--- config.mk ---
export PLATFORM = sky130hd
export DESIGN_NAME = otp_word_sequencer
export DESIGN_NICKNAME = d
export VERILOG_FILES = /design/src/rtl/otp_word_sequencer.sv
export SDC_FILE = /design/constraint.sdc
export NUM_CORES = 1
export LEC_CHECK = 0
export ABC_AREA = 1
export BUFFER_PORTS_ARGS = -buffer_cell sky130_fd_sc_hd__clkbuf_2
export CAP_MARGIN = 20
export CELL_PAD_IN_SITES_DETAIL_PLACEMENT = 1
export CELL_PAD_IN_SITES_GLOBAL_PLACEMENT = 1
export CORE_ASPECT_RATIO = 0.5
export CORE_UTILIZATION = 38
export CTS_CLUSTER_SIZE = 12
export DETAILED_ROUTE_END_ITERATION = 10
export PLACE_DENSITY_LB_ADDON = 0.1
export SYNTH_ARGS = -nofsm -noshare
export SYNTH_HDL_FRONTEND = slang
export SYNTH_SLANG_ARGS = --single-unit
--- constraint.sdc ---
create_clock -name clk -period 2.5 [get_ports clk]
set_input_delay 0.625 -clock clk [delete_from_list [all_inputs] [get_ports clk]]
set_output_delay 0.625 -clock clk [all_outputs]
set_load 0.01 [all_outputs]
--- src/rtl/otp_word_sequencer.sv ---
// Byte-to-word packer and start/done handshake driver for the 16-bit one-time-pad core.
// Each packed word runs one core transaction, or skips the core in passthrough mode, then leaves on a valid/ready stream.
module otp_word_sequencer #(
    parameter int         TIMEOUT_CYCLES = 64,
    parameter logic [7:0] PAD_BYTE       = 8'h00,
    parameter int         TO_W           = 7
) (
    input  logic        clk,
    input  logic        reset_n,
    input  logic        cfg_bypass,
    input  logic [7:0]  in_byte,
    input  logic        in_valid,
    input  logic        in_last,
    output logic        in_ready,
    output logic [15:0] core_data,
    output logic        core_start,
    output logic        core_passthru,
    input  logic [15:0] core_result,
    input  logic        core_done,
    output logic [15:0] out_word,
    output logic        out_last,
    output logic        out_valid,
    input  logic        out_ready,
    output logic        err_timeout
);

    typedef enum logic [2:0] {
        S_IDLE    = 3'd0,
        S_LOAD    = 3'd1,
        S_ARM     = 3'd2,
        S_BUSY    = 3'd3,
        S_CAPTURE = 3'd4,
        S_OUT     = 3'd5
    } state_t;

    localparam logic [TO_W-1:0] TO_LAST = TO_W'(TIMEOUT_CYCLES - 1);

    state_t            state_q, state_d;
    logic              phase_lo_q, phase_lo_d;
    logic              last_q, last_d;
    logic [TO_W-1:0]   to_cnt_q, to_cnt_d;
    logic [15:0]       core_data_q, core_data_d;
    logic              core_start_q, core_start_d;
    logic              core_passthru_q, core_passthru_d;
    logic [15:0]       out_word_q, out_word_d;
    logic              out_last_q, out_last_d;
    logic              out_valid_q, out_valid_d;
    logic              in_ready_q, in_ready_d;
    logic              err_timeout_q, err_timeout_d;

    // Next-state and next-output computation for the whole sequencer.
    always_comb begin
        state_d         = state_q;
        phase_lo_d      = phase_lo_q;
        last_d          = last_q;
        to_cnt_d        = to_cnt_q;
        core_data_d     = core_data_q;
        core_passthru_d = core_passthru_q;
        out_word_d      = out_word_q;
        out_last_d      = out_last_q;
        out_valid_d     = out_valid_q;
        err_timeout_d   = err_timeout_q;
        case (state_q)
            S_IDLE: begin
                if (in_valid && in_ready_q) begin
                    if (!phase_lo_q) begin
                        core_data_d[15:8] = in_byte;
                        if (in_last) begin
                            core_data_d[7:0] = PAD_BYTE;
                            last_d           = 1'b1;
                            core_passthru_d  = cfg_bypass;
                            state_d          = S_LOAD;
                        end else begin
                            phase_lo_d = 1'b1;
                        end
                    end else begin
                        core_data_d[7:0] = in_byte;
                        last_d           = in_last;
                        phase_lo_d       = 1'b0;
                        core_passthru_d  = cfg_bypass;
                        state_d          = S_LOAD;
                    end
                end else begin
                    state_d = S_IDLE;
                end
            end
            S_LOAD: begin
                to_cnt_d = '0;
                if (core_passthru_q) begin
                    state_d = S_CAPTURE;
                end else begin
                    state_d = S_ARM;
                end
            end
            // A done that is already low on entry counts as the acknowledgement.
            S_ARM: begin
                if (!core_done) begin
                    to_cnt_d = '0;
                    state_d  = S_BUSY;
                end else if (to_cnt_q == TO_LAST) begin
                    err_timeout_d = 1'b1;
                    phase_lo_d    = 1'b0;
                    state_d       = S_IDLE;
                end else begin
                    to_cnt_d = to_cnt_q + TO_W'(1);
                end
            end
            S_BUSY: begin
                if (core_done) begin
                    state_d = S_CAPTURE;
                end else if (to_cnt_q == TO_LAST) begin
                    err_timeout_d = 1'b1;
                    phase_lo_d    = 1'b0;
                    state_d       = S_IDLE;
                end else begin
                    to_cnt_d = to_cnt_q + TO_W'(1);
                end
            end
            S_CAPTURE: begin
                out_word_d  = core_result;
                out_last_d  = last_q;
                out_valid_d = 1'b1;
                state_d     = S_OUT;
            end
            S_OUT: begin
                if (out_ready) begin
                    out_valid_d = 1'b0;
                    phase_lo_d  = 1'b0;
                    state_d     = S_IDLE;
                end else begin
                    state_d = S_OUT;
                end
            end
            default: begin
                state_d = S_IDLE;
            end
        endcase
        // Start is high exactly while waiting on the core, so it is low in LOAD/CAPTURE/IDLE.
        in_ready_d   = (state_d == S_IDLE);
        core_start_d = (state_d == S_ARM) || (state_d == S_BUSY);
    end

    // State and registered-output update with synchronous active-low reset.
    always_ff @(posedge clk) begin
        if (!reset_n) begin
            state_q         <= S_IDLE;
            phase_lo_q      <= 1'b0;
            last_q          <= 1'b0;
            to_cnt_q        <= '0;
            core_data_q     <= 16'h0000;
            core_start_q    <= 1'b0;
            core_passthru_q <= 1'b0;
            out_word_q      <= 16'h0000;
            out_last_q      <= 1'b0;
            out_valid_q     <= 1'b0;
            in_ready_q      <= 1'b0;
            err_timeout_q   <= 1'b0;
        end else begin
            state_q         <= state_d;
            phase_lo_q      <= phase_lo_d;
            last_q          <= last_d;
            to_cnt_q        <= to_cnt_d;
            core_data_q     <= core_data_d;
            core_start_q    <= core_start_d;
            core_passthru_q <= core_passthru_d;
            out_word_q      <= out_word_d;
            out_last_q      <= out_last_d;
            out_valid_q     <= out_valid_d;
            in_ready_q      <= in_ready_d;
            err_timeout_q   <= err_timeout_d;
        end
    end

    assign in_ready      = in_ready_q;
    assign core_data     = core_data_q;
    assign core_start    = core_start_q;
    assign core_passthru = core_passthru_q;
    assign out_word      = out_word_q;
    assign out_last      = out_last_q;
    assign out_valid     = out_valid_q;
    assign err_timeout   = err_timeout_q;

endmodule

======== Word-level counts from Yosys, hierarchy flattened ========
Cells that the tools add are included.
word-level totals
  register bits after elaboration ......... 50
  input port bits ......................... 31
  output and inout port bits .............. 38
  word-level logic and storage cells ...... 74
cells by class
  $add $sub $neg .......................... 1
  eq/ne operators ......................... 12
  muxes and demuxes ....................... 32
  bitwise operators ....................... 1
  reduce and logical (&&, ||, !) cells .... 15
operator list
  operator                                       number
  2-to-1 mux 3 bit                               8
  2-to-1 mux 7 bit                               3
  one-hot mux 7 bit (3 select lines)             1
  one-hot mux 3 bit (6 select lines)             1
  2-to-1 mux 8 bit                               2
  2-to-1 mux 1 bit                               14
  == test 3 x 2 -> 1 bit, second input constant  4
  AND reduction 3 bit                            3
  != test 2 bit, second input constant           4
  adder 7 x 1 -> 7 bit, second input constant    1
  == test 7 x 6 -> 1 bit, second input constant  1
  == test 3 bit, second input constant           2
  logical NOT 3 bit                              2
  nonzero test 2 bit                             3
  AND reduction 5 bit                            1
  one-hot mux 1 bit (2 select lines)             2
  one-hot mux 1 bit (4 select lines)             1
  AND reduction 2 bit                            2
  nonzero test 4 bit                             1
  == test 3 x 1 -> 1 bit, second input constant  1
  nonzero test 3 bit                             1
  logical AND 1 bit                              1
  logical OR 1 bit                               1
  inverter 1 bit                                 1

======== Depth between registers and ports, before layout ========
Gate-level depths: netlist of run 1.
  word-level depth ........................ 6
  mapped depth ............................ 9
  mapped depth without buffers ............ 9

======== Least setup slack after synthesis of run 1 ========
No wires, ideal clock.
  kind .................................... input to register
  from .................................... in in_valid
  to ...................................... reg core_data_q[10] (netlist: core_data[10])
  library setup time ...................... 0.116 ns
  data arrival time ....................... 1.233 ns
  setup slack ............................. 1.151 ns
  cell stages on the path ................. 7
  buffers on the path ..................... 0
  cells stage by stage .................... nand3_2 -> nor2_4 -> inv_4 -> nor2_8 -> inv_4 -> nor2_1 -> nor2_1
between the ends
  cells in the longest elaborated chain, start to end .. 2
ends and longest elaborated chain
  element                               RTL line  source
  from (decl)                           12        input logic in_valid,
  logical AND 1 bit                     65        if (in_valid && in_ready_q) begin
  AND reduction 3 bit (no source line)  -
  to (signal assigned)                  163       core_data_q <= core_data_d;
  to (decl)                             42        logic [15:0] core_data_q, core_data_d;
No other way between the ends.
A chain may end at the register's enable or synchronous reset.

======== Final worst setup path of run 1 ========
  from .................................... reg to_cnt_q[0]
  to ...................................... reg in_ready_q (netlist: in_ready)
between the ends
  cells in the longest elaborated chain, start to end .. 5
  elaborated cells between the ends (all ways) .. 6
  classes of those cells .................. eq/ne: 1; mux: 4; reduce/logical: 1
ends and longest elaborated chain
  element                               RTL line  source
  from (decl)                           41        logic [TO_W-1:0] to_cnt_q, to_cnt_d;
  from (signal assigned)                162       to_cnt_q <= to_cnt_d;
  == test 7 x 6 -> 1 bit *              100, 111
  2-to-1 mux 3 bit *                    100, 111
  2-to-1 mux 3 bit (on tied branches)   109, 97
  one-hot mux 3 bit (6 select lines) *  63        case (state_q)
  logical NOT 3 bit *                   139       in_ready_d = (state_d == S_IDLE);
  to (signal assigned)                  169       in_ready_q <= in_ready_d;
  to (decl)                             48        logic in_ready_q, in_ready_d;
Mark *: on every way between the ends. The rest lies on a longest branch, timed or not.

==> results of run 1 <==
report_power, final:
part	internal [mW]	switching, mW	total [mW]
clock	0.301	0.290	0.590
sequential	0.840	0.0351	0.875
combinational	0.0958	0.162	0.258
total	1.24	0.487	1.72
stage by stage:
stage	total power, mW	setup slack [ns]	util, %
final	1.72	1.03	50.7
after CTS	1.74	1.02	50.7
after global placement	1.14	0.927	48.5
after floorplan	1.06	1.15	-
after global routing	1.81	0.891	50.7
after detailed placement	1.15	0.865	48.5
how the worst min path moves through the flow:
| stage | startpoint | end | depth (start not counted) |
|---|---|---|---|
| after global placement | to_cnt_q[6] | to_cnt_q[6] | 2 |
| after CTS | to_cnt_q[6] | to_cnt_q[6] | 2 |
| after detailed placement | to_cnt_q[6] | to_cnt_q[6] | 2 |
| final | to_cnt_q[6] | to_cnt_q[6] | 2 |
| after global routing | to_cnt_q[6] | to_cnt_q[6] | 2 |
| after floorplan | to_cnt_q[6] | to_cnt_q[6] | 2 |
cell families (layout without fill, tap and decap cells):
group | Yosys count | in the layout | share of synthesized area [%]
xor gates and xnor gates | 1 | 1 | 0.418
AOI/OAI and AO/OA | 54 | 54 | 13.6
buffers and inverters | 26 | 95 | 6.15
and+or+nand+nor | 141 | 141 | 31.5
DFF | 50 | 50 | 47.8
adders and majority gates | 1 | 1 | 0.597
final cells by class:
cell class,count,share of cell area (%)
Multi-Input combinational cell,197,37.2
Inverter,18,2.95
Tap cell,70,3.38
Timing Repair Buffer,69,13.4
Clock buffer,5,2.66
Sequential cell,50,38.6
Clock inverter,3,1.69
synthesized netlist by cell type (3+ instances only):
cell type / number
nor2_8: 3
nand2_1: 42
o21ai_1: 4
a21oi_1: 18
dfxtp_1: 50
inv_1: 8
nand3_1: 7
o21ai_0: 28
inv_2: 5
nand2_2: 4
inv_4: 3
nor2_4: 3
nor3_1: 4
nor2_1: 71
sequential cells by signal (all words and copies together) (netlist names):
signal,cells
core_data,16
last_q,1
out_valid,1
phase_lo_q,1
out_word,16
core_start,1
core_passthru,1
err_timeout,1
out_last,1
state_q,3
in_ready,1
to_cnt_q,7
worst max-delay path: cells and delay by family (launching register included):
family | cells | cell delay [ns]
AO/OA/AOI/OAI | 1 | 0.19
adder cells (fa/ha/maj) | 1 | 0.22
buffers and inverters | 2 | 0.20
flip-flops | 1 | 0.39
AND/OR/NAND/NOR | 5 | 0.41
routing by layer:
| layer | part of all wire (%) | track usage [%] | vias up |
|---|---|---|---|
| met5 | 0 | 0 | - |
| met4 | 0.61 | 4.79 | 0 |
| met3 | 7.0 | 7.62 | 5 |
| met2 | 46 | 34.1 | 39 |
| met1 | 47 | 24.8 | 919 |
| li1 | - | - | 1008 |
==> flow_metrics.env, run 1 <==
export IMPL_status="completed"
export IMPL_routed_wl_microns=5450
export IMPL_fillCellCount=675
export IMPL_multi_input_area_sq_um=965
export IMPL_ys_seq_area_share_pct=47.8
export IMPL_layout_commonest_cell="nor2_1"
export IMPL_syn_nets=305
export IMPL_crit_slowest_cell="dfxtp_1"
export IMPL_detail_route_antenna_nets=0
export IMPL_row_count=18
export IMPL_finalSetupViolCount=0
export IMPL_clk_pin_slew_ns=0.09
export IMPL_min_period_ns=1.47
export IMPL_grt_max_degree=30
export IMPL_cp_max_fo=6
export IMPL_r2r_end="in_ready"
export IMPL_fmax_mhz=682
export IMPL_power_density_mw_per_mm2=665
export IMPL_r2r_start="to_cnt_q[0]"
export IMPL_finalHoldViolCount=0
export IMPL_die_area_sq_mm=0.00583
export IMPL_required_ns=2.75
export IMPL_ios=69
export IMPL_nNetsFinal=373
export IMPL_path_cells="ha_1 > nand3_2 > inv_2 > nand2_2 > clkinv_2 > nand2_2 > a21oi_2 > nand2_1 > nor2_1"
export IMPL_synth_area_per_cell_sq_um=7.67
export IMPL_syn_area_sq_mm=0.00209
export IMPL_antenna_found_initial=0
export IMPL_first_pass_iters=4
export IMPL_r2r_setup_slack_ns=1.03
export IMPL_period_share_pct=58.6
export IMPL_start_util_pct=41.0
export IMPL_cts_max_path_buffers=2
export IMPL_dieHeight_microns=54.5
export IMPL_hold_worst_slack_ns=0.462
export IMPL_crit_end="in_ready"
export IMPL_vias=1971
export IMPL_core_area_sq_mm=0.00511
export IMPL_yosys_register_bits=50
export IMPL_wl_per_cell_microns=13.2
export IMPL_postCtsSetupBuffers=0
export IMPL_fin_skew_ns=0.00549
export IMPL_end_kind="flop"
export IMPL_overflow=0
export IMPL_rsz0062_at_grt="no"
export IMPL_crit_type="reg2reg"
export IMPL_synth_top_area_share_pct=47.8
export IMPL_ff2ff_path_depth=9
export IMPL_final_cell_mix="nor2_1, clkbuf_2, dfxtp_1"
export IMPL_syn_inst=273
export IMPL_cts_sinks=50
export IMPL_hpwl_microns=4080
export IMPL_tns_ns=0
export IMPL_yosys_warnings=0
export IMPL_cts_resized=0
export IMPL_place_area_sq_mm=0.00248
export IMPL_grt_pass1_vias=1929
export IMPL_fin_cells=412
export IMPL_grt_use_total_pct=20.1
export IMPL_clk_latency_ns=0.31
export IMPL_cts_buffers=5
export IMPL_path_common_cell="nand2_2"
export IMPL_crit_path_start="to_cnt_q[0]"
export IMPL_gp_congestion=0.822
export IMPL_dp_cells=404
export IMPL_diodes=0
export IMPL_remaining_drc_errors=0
export IMPL_drt_iter0_markers=62
export IMPL_synthTopCellsByArea="dfxtp_1, nor2_1, nand2_1"
export IMPL_cts_hold_buf=0
export IMPL_drive_gt1_share_pct=30.4
export IMPL_final_area_sq_mm=0.00259
export IMPL_synthToLayoutAreaGrowth_pct=23.7
export IMPL_tritoncts="yes"
export IMPL_ir_drop_mv=0.243
export IMPL_yosysUniqueCellTypes=30
export IMPL_htree_levels=2
export IMPL_hp_class="reg2reg"
export IMPL_cts_root_buf="clkbuf_8"
export IMPL_grt_pass1_wl_microns=8870
export IMPL_dieWidth_microns=107
export IMPL_slew_headroom_pct=61.8
export IMPL_async_flop_share_pct=0
export IMPL_worstSetupStartpointType="flop"
export IMPL_port_buffers=68
export IMPL_synth_top_flop_cell="dfxtp_1"
export IMPL_yosysTopAreaCell="dfxtp_1"
export IMPL_synth_edf_count=0
export IMPL_leakage_nw=1.25
export IMPL_regArea_sq_mm=0.00100
export IMPL_crit_arrival_ns=1.71
export IMPL_slew_viol_final=0
export IMPL_worst_pin_slew_ns=0.570
export IMPL_max_stage_delay_ns=0.39
export IMPL_via_per_inst=4.78
export IMPL_drv_cap=0
No activity file was read; power rests on OpenSTA's default activity.
==> inputs of run 2 (changes only) <==
CORE_UTILIZATION = 35   (was 38)
clock period = 1.41 ns   (was 2.5 ns; I/O delays follow)
==> flow_metrics.env, run 2 (synthesis results as in run 1) <==
export IMPL_grt_pass1_wl_microns=9490
export IMPL_fin_cells=428
export IMPL_gp_congestion=0.874
export IMPL_required_ns=1.64
export IMPL_antenna_found_initial=0
export IMPL_ir_drop_mv=0.432
export IMPL_htree_levels=2
export IMPL_grt_max_degree=20
export IMPL_period_share_pct=95.2
export IMPL_cts_buffers=5
export IMPL_start_util_pct=37.2
export IMPL_finalHoldViolCount=0
export IMPL_fmax_mhz=745
export IMPL_die_area_sq_mm=0.00632
export IMPL_leakage_nw=1.36
export IMPL_synthToLayoutAreaGrowth_pct=33.5
export IMPL_power_frac_seq_pct=44.4
export IMPL_clk_latency_ns=0.29
export IMPL_fin_skew_ns=0.00520
export IMPL_slew_viol_final=0
export IMPL_hpwl_microns=4260
export IMPL_nNetsFinal=387
export IMPL_row_count=19
export IMPL_status="finished with violations"
export IMPL_final_area_sq_mm=0.00280
export IMPL_power_density_mw_per_mm2=1250
export IMPL_drv_cap=0
export IMPL_place_area_sq_mm=0.00255
export IMPL_grt_use_total_pct=19.0
export IMPL_combPwrFrac_pct=15.5
export IMPL_via_per_inst=4.81
export IMPL_end_kind="flop"
export IMPL_diodes=0
export IMPL_cts_hold_buf=0
export IMPL_core_area_sq_mm=0.00563
export IMPL_wl_per_cell_microns=13.3
export IMPL_final_cell_mix="nor2_1, clkbuf_2, dfxtp_1"
export IMPL_crit_arrival_ns=1.57
export IMPL_layout_commonest_cell="nor2_1"
export IMPL_first_pass_iters=7
export IMPL_sw_frac_of_total_pct=25.6
export IMPL_slew_headroom_pct=74.7
export IMPL_grt_pass1_vias=2087
export IMPL_port_buffers=68
export IMPL_detail_route_antenna_nets=0
export IMPL_remaining_drc_errors=4
export IMPL_ff2ff_path_depth=8
export IMPL_clk_pin_slew_ns=0.07
export IMPL_p_int_mw=2.59
export IMPL_rsz0062_at_grt="no"
export IMPL_finalSetupViolCount=0
export IMPL_cts_sinks=50
export IMPL_min_period_ns=1.34
export IMPL_vias=2059
export IMPL_clockPowerShare_pct=40.2
export IMPL_drt_iter0_markers=50
export IMPL_worstSetupStartpointType="flop"
export IMPL_hp_class="in2reg"
export IMPL_crit_type="reg2reg"
export IMPL_hold_path_depth=3
export IMPL_violations="DRC"
export IMPL_dp_cells=416
export IMPL_ios=69
export IMPL_worst_pin_slew_ns=0.376
export IMPL_p_switching_mw=0.891
export IMPL_dieWidth_microns=111
export IMPL_cts_max_path_buffers=2
export IMPL_max_stage_delay_ns=0.35
export IMPL_routed_wl_microns=5710
export IMPL_cp_max_fo=6
export IMPL_tritoncts="yes"
export IMPL_dieHeight_microns=56.7
export IMPL_hold_worst_slack_ns=0.284
export IMPL_post_route_util_pct=49.6
export IMPL_crit_slowest_cell="dfxtp_2"
export IMPL_path_cells="clkinv_4 > nand3_2 > nor2_4 > inv_4 > nor2_8 > buf_4 > o21ai_0 > nor2_1"
export IMPL_drive_gt1_share_pct=34.6
export IMPL_overflow=0
export IMPL_cts_root_buf="clkbuf_16"
export IMPL_fillCellCount=714
==> run 2: final timing paths <==
kind                            slack, ns           start           end
worst max-delay path                 0.07      state_q[2]  core_data[8]
worst min-delay path                 0.28  core_result[1]   out_word[1]
worst min register to register       0.46     to_cnt_q[6]   to_cnt_q[6]
worst max register to register       0.07      state_q[2]  core_data[8]
==> run 2: critical path, delay by kind of cell, from the launching register on <==
| kind | cells | cell delay [ns] |
|---|---|---|
| AO/OA/AOI/OAI | 1 | 0.07 |
| buffers and inverters | 3 | 0.33 |
| AND/OR/NAND/NOR | 4 | 0.51 |
| flip-flops | 1 | 0.35 |
==> run 2: repair_timing <==
item,in CTS,in global routing
pin swaps,1,4
gates resized for setup,3,11
endpoints found under the setup margin,1,15
buffers inserted,1,4
==> run 2: power by group through the flow <==
stage          clock, mW  combinational, mW  sequential [mW]
3_3_place_gp           0              0.496             1.57
5_1_grt             1.48              0.592             1.55
6_report            1.40              0.539             1.54
4_1_cts             1.43              0.515             1.54
3_5_place_dp           0              0.510             1.57
2_1_floorplan          0              0.280             1.60
==> run 2: layout make-up <==
class | count | area (sq um) | area share, %
flip-flops and latches | 50 | 1010 | 36.0
repair buffers | 83 | 453 | 16.2
multi-input cells | 197 | 992 | 35.5
clock buffers | 6 | 139 | 4.97
well taps | 73 | 91.3 | 3.27
inverters | 18 | 85.1 | 3.04
clock inverters | 1 | 30.0 | 1.07
==> run 2: layer usage <==
layer	up-vias	GRT usage, %	share of wire (%)
met2	35	31.6	46
met5	-	0	0
met4	0	5.21	0.70
li1	1041	-	-
met3	5	6.26	5.2
met1	978	23.6	48
==> run 2: stage by stage <==
step | worst slack [ns] | setup TNS, ns | total power [mW]
2_1_floorplan | 0.160 | 0 | 1.88
3_3_place_gp | 0.0714 | 0 | 2.06
3_5_place_dp | -0.00692 | -0.00692 | 2.08
4_1_cts | 0.0256 | 0 | 3.49
5_1_grt | 0.000532 | 0 | 3.63
6_report | 0.0670 | 0 | 3.48
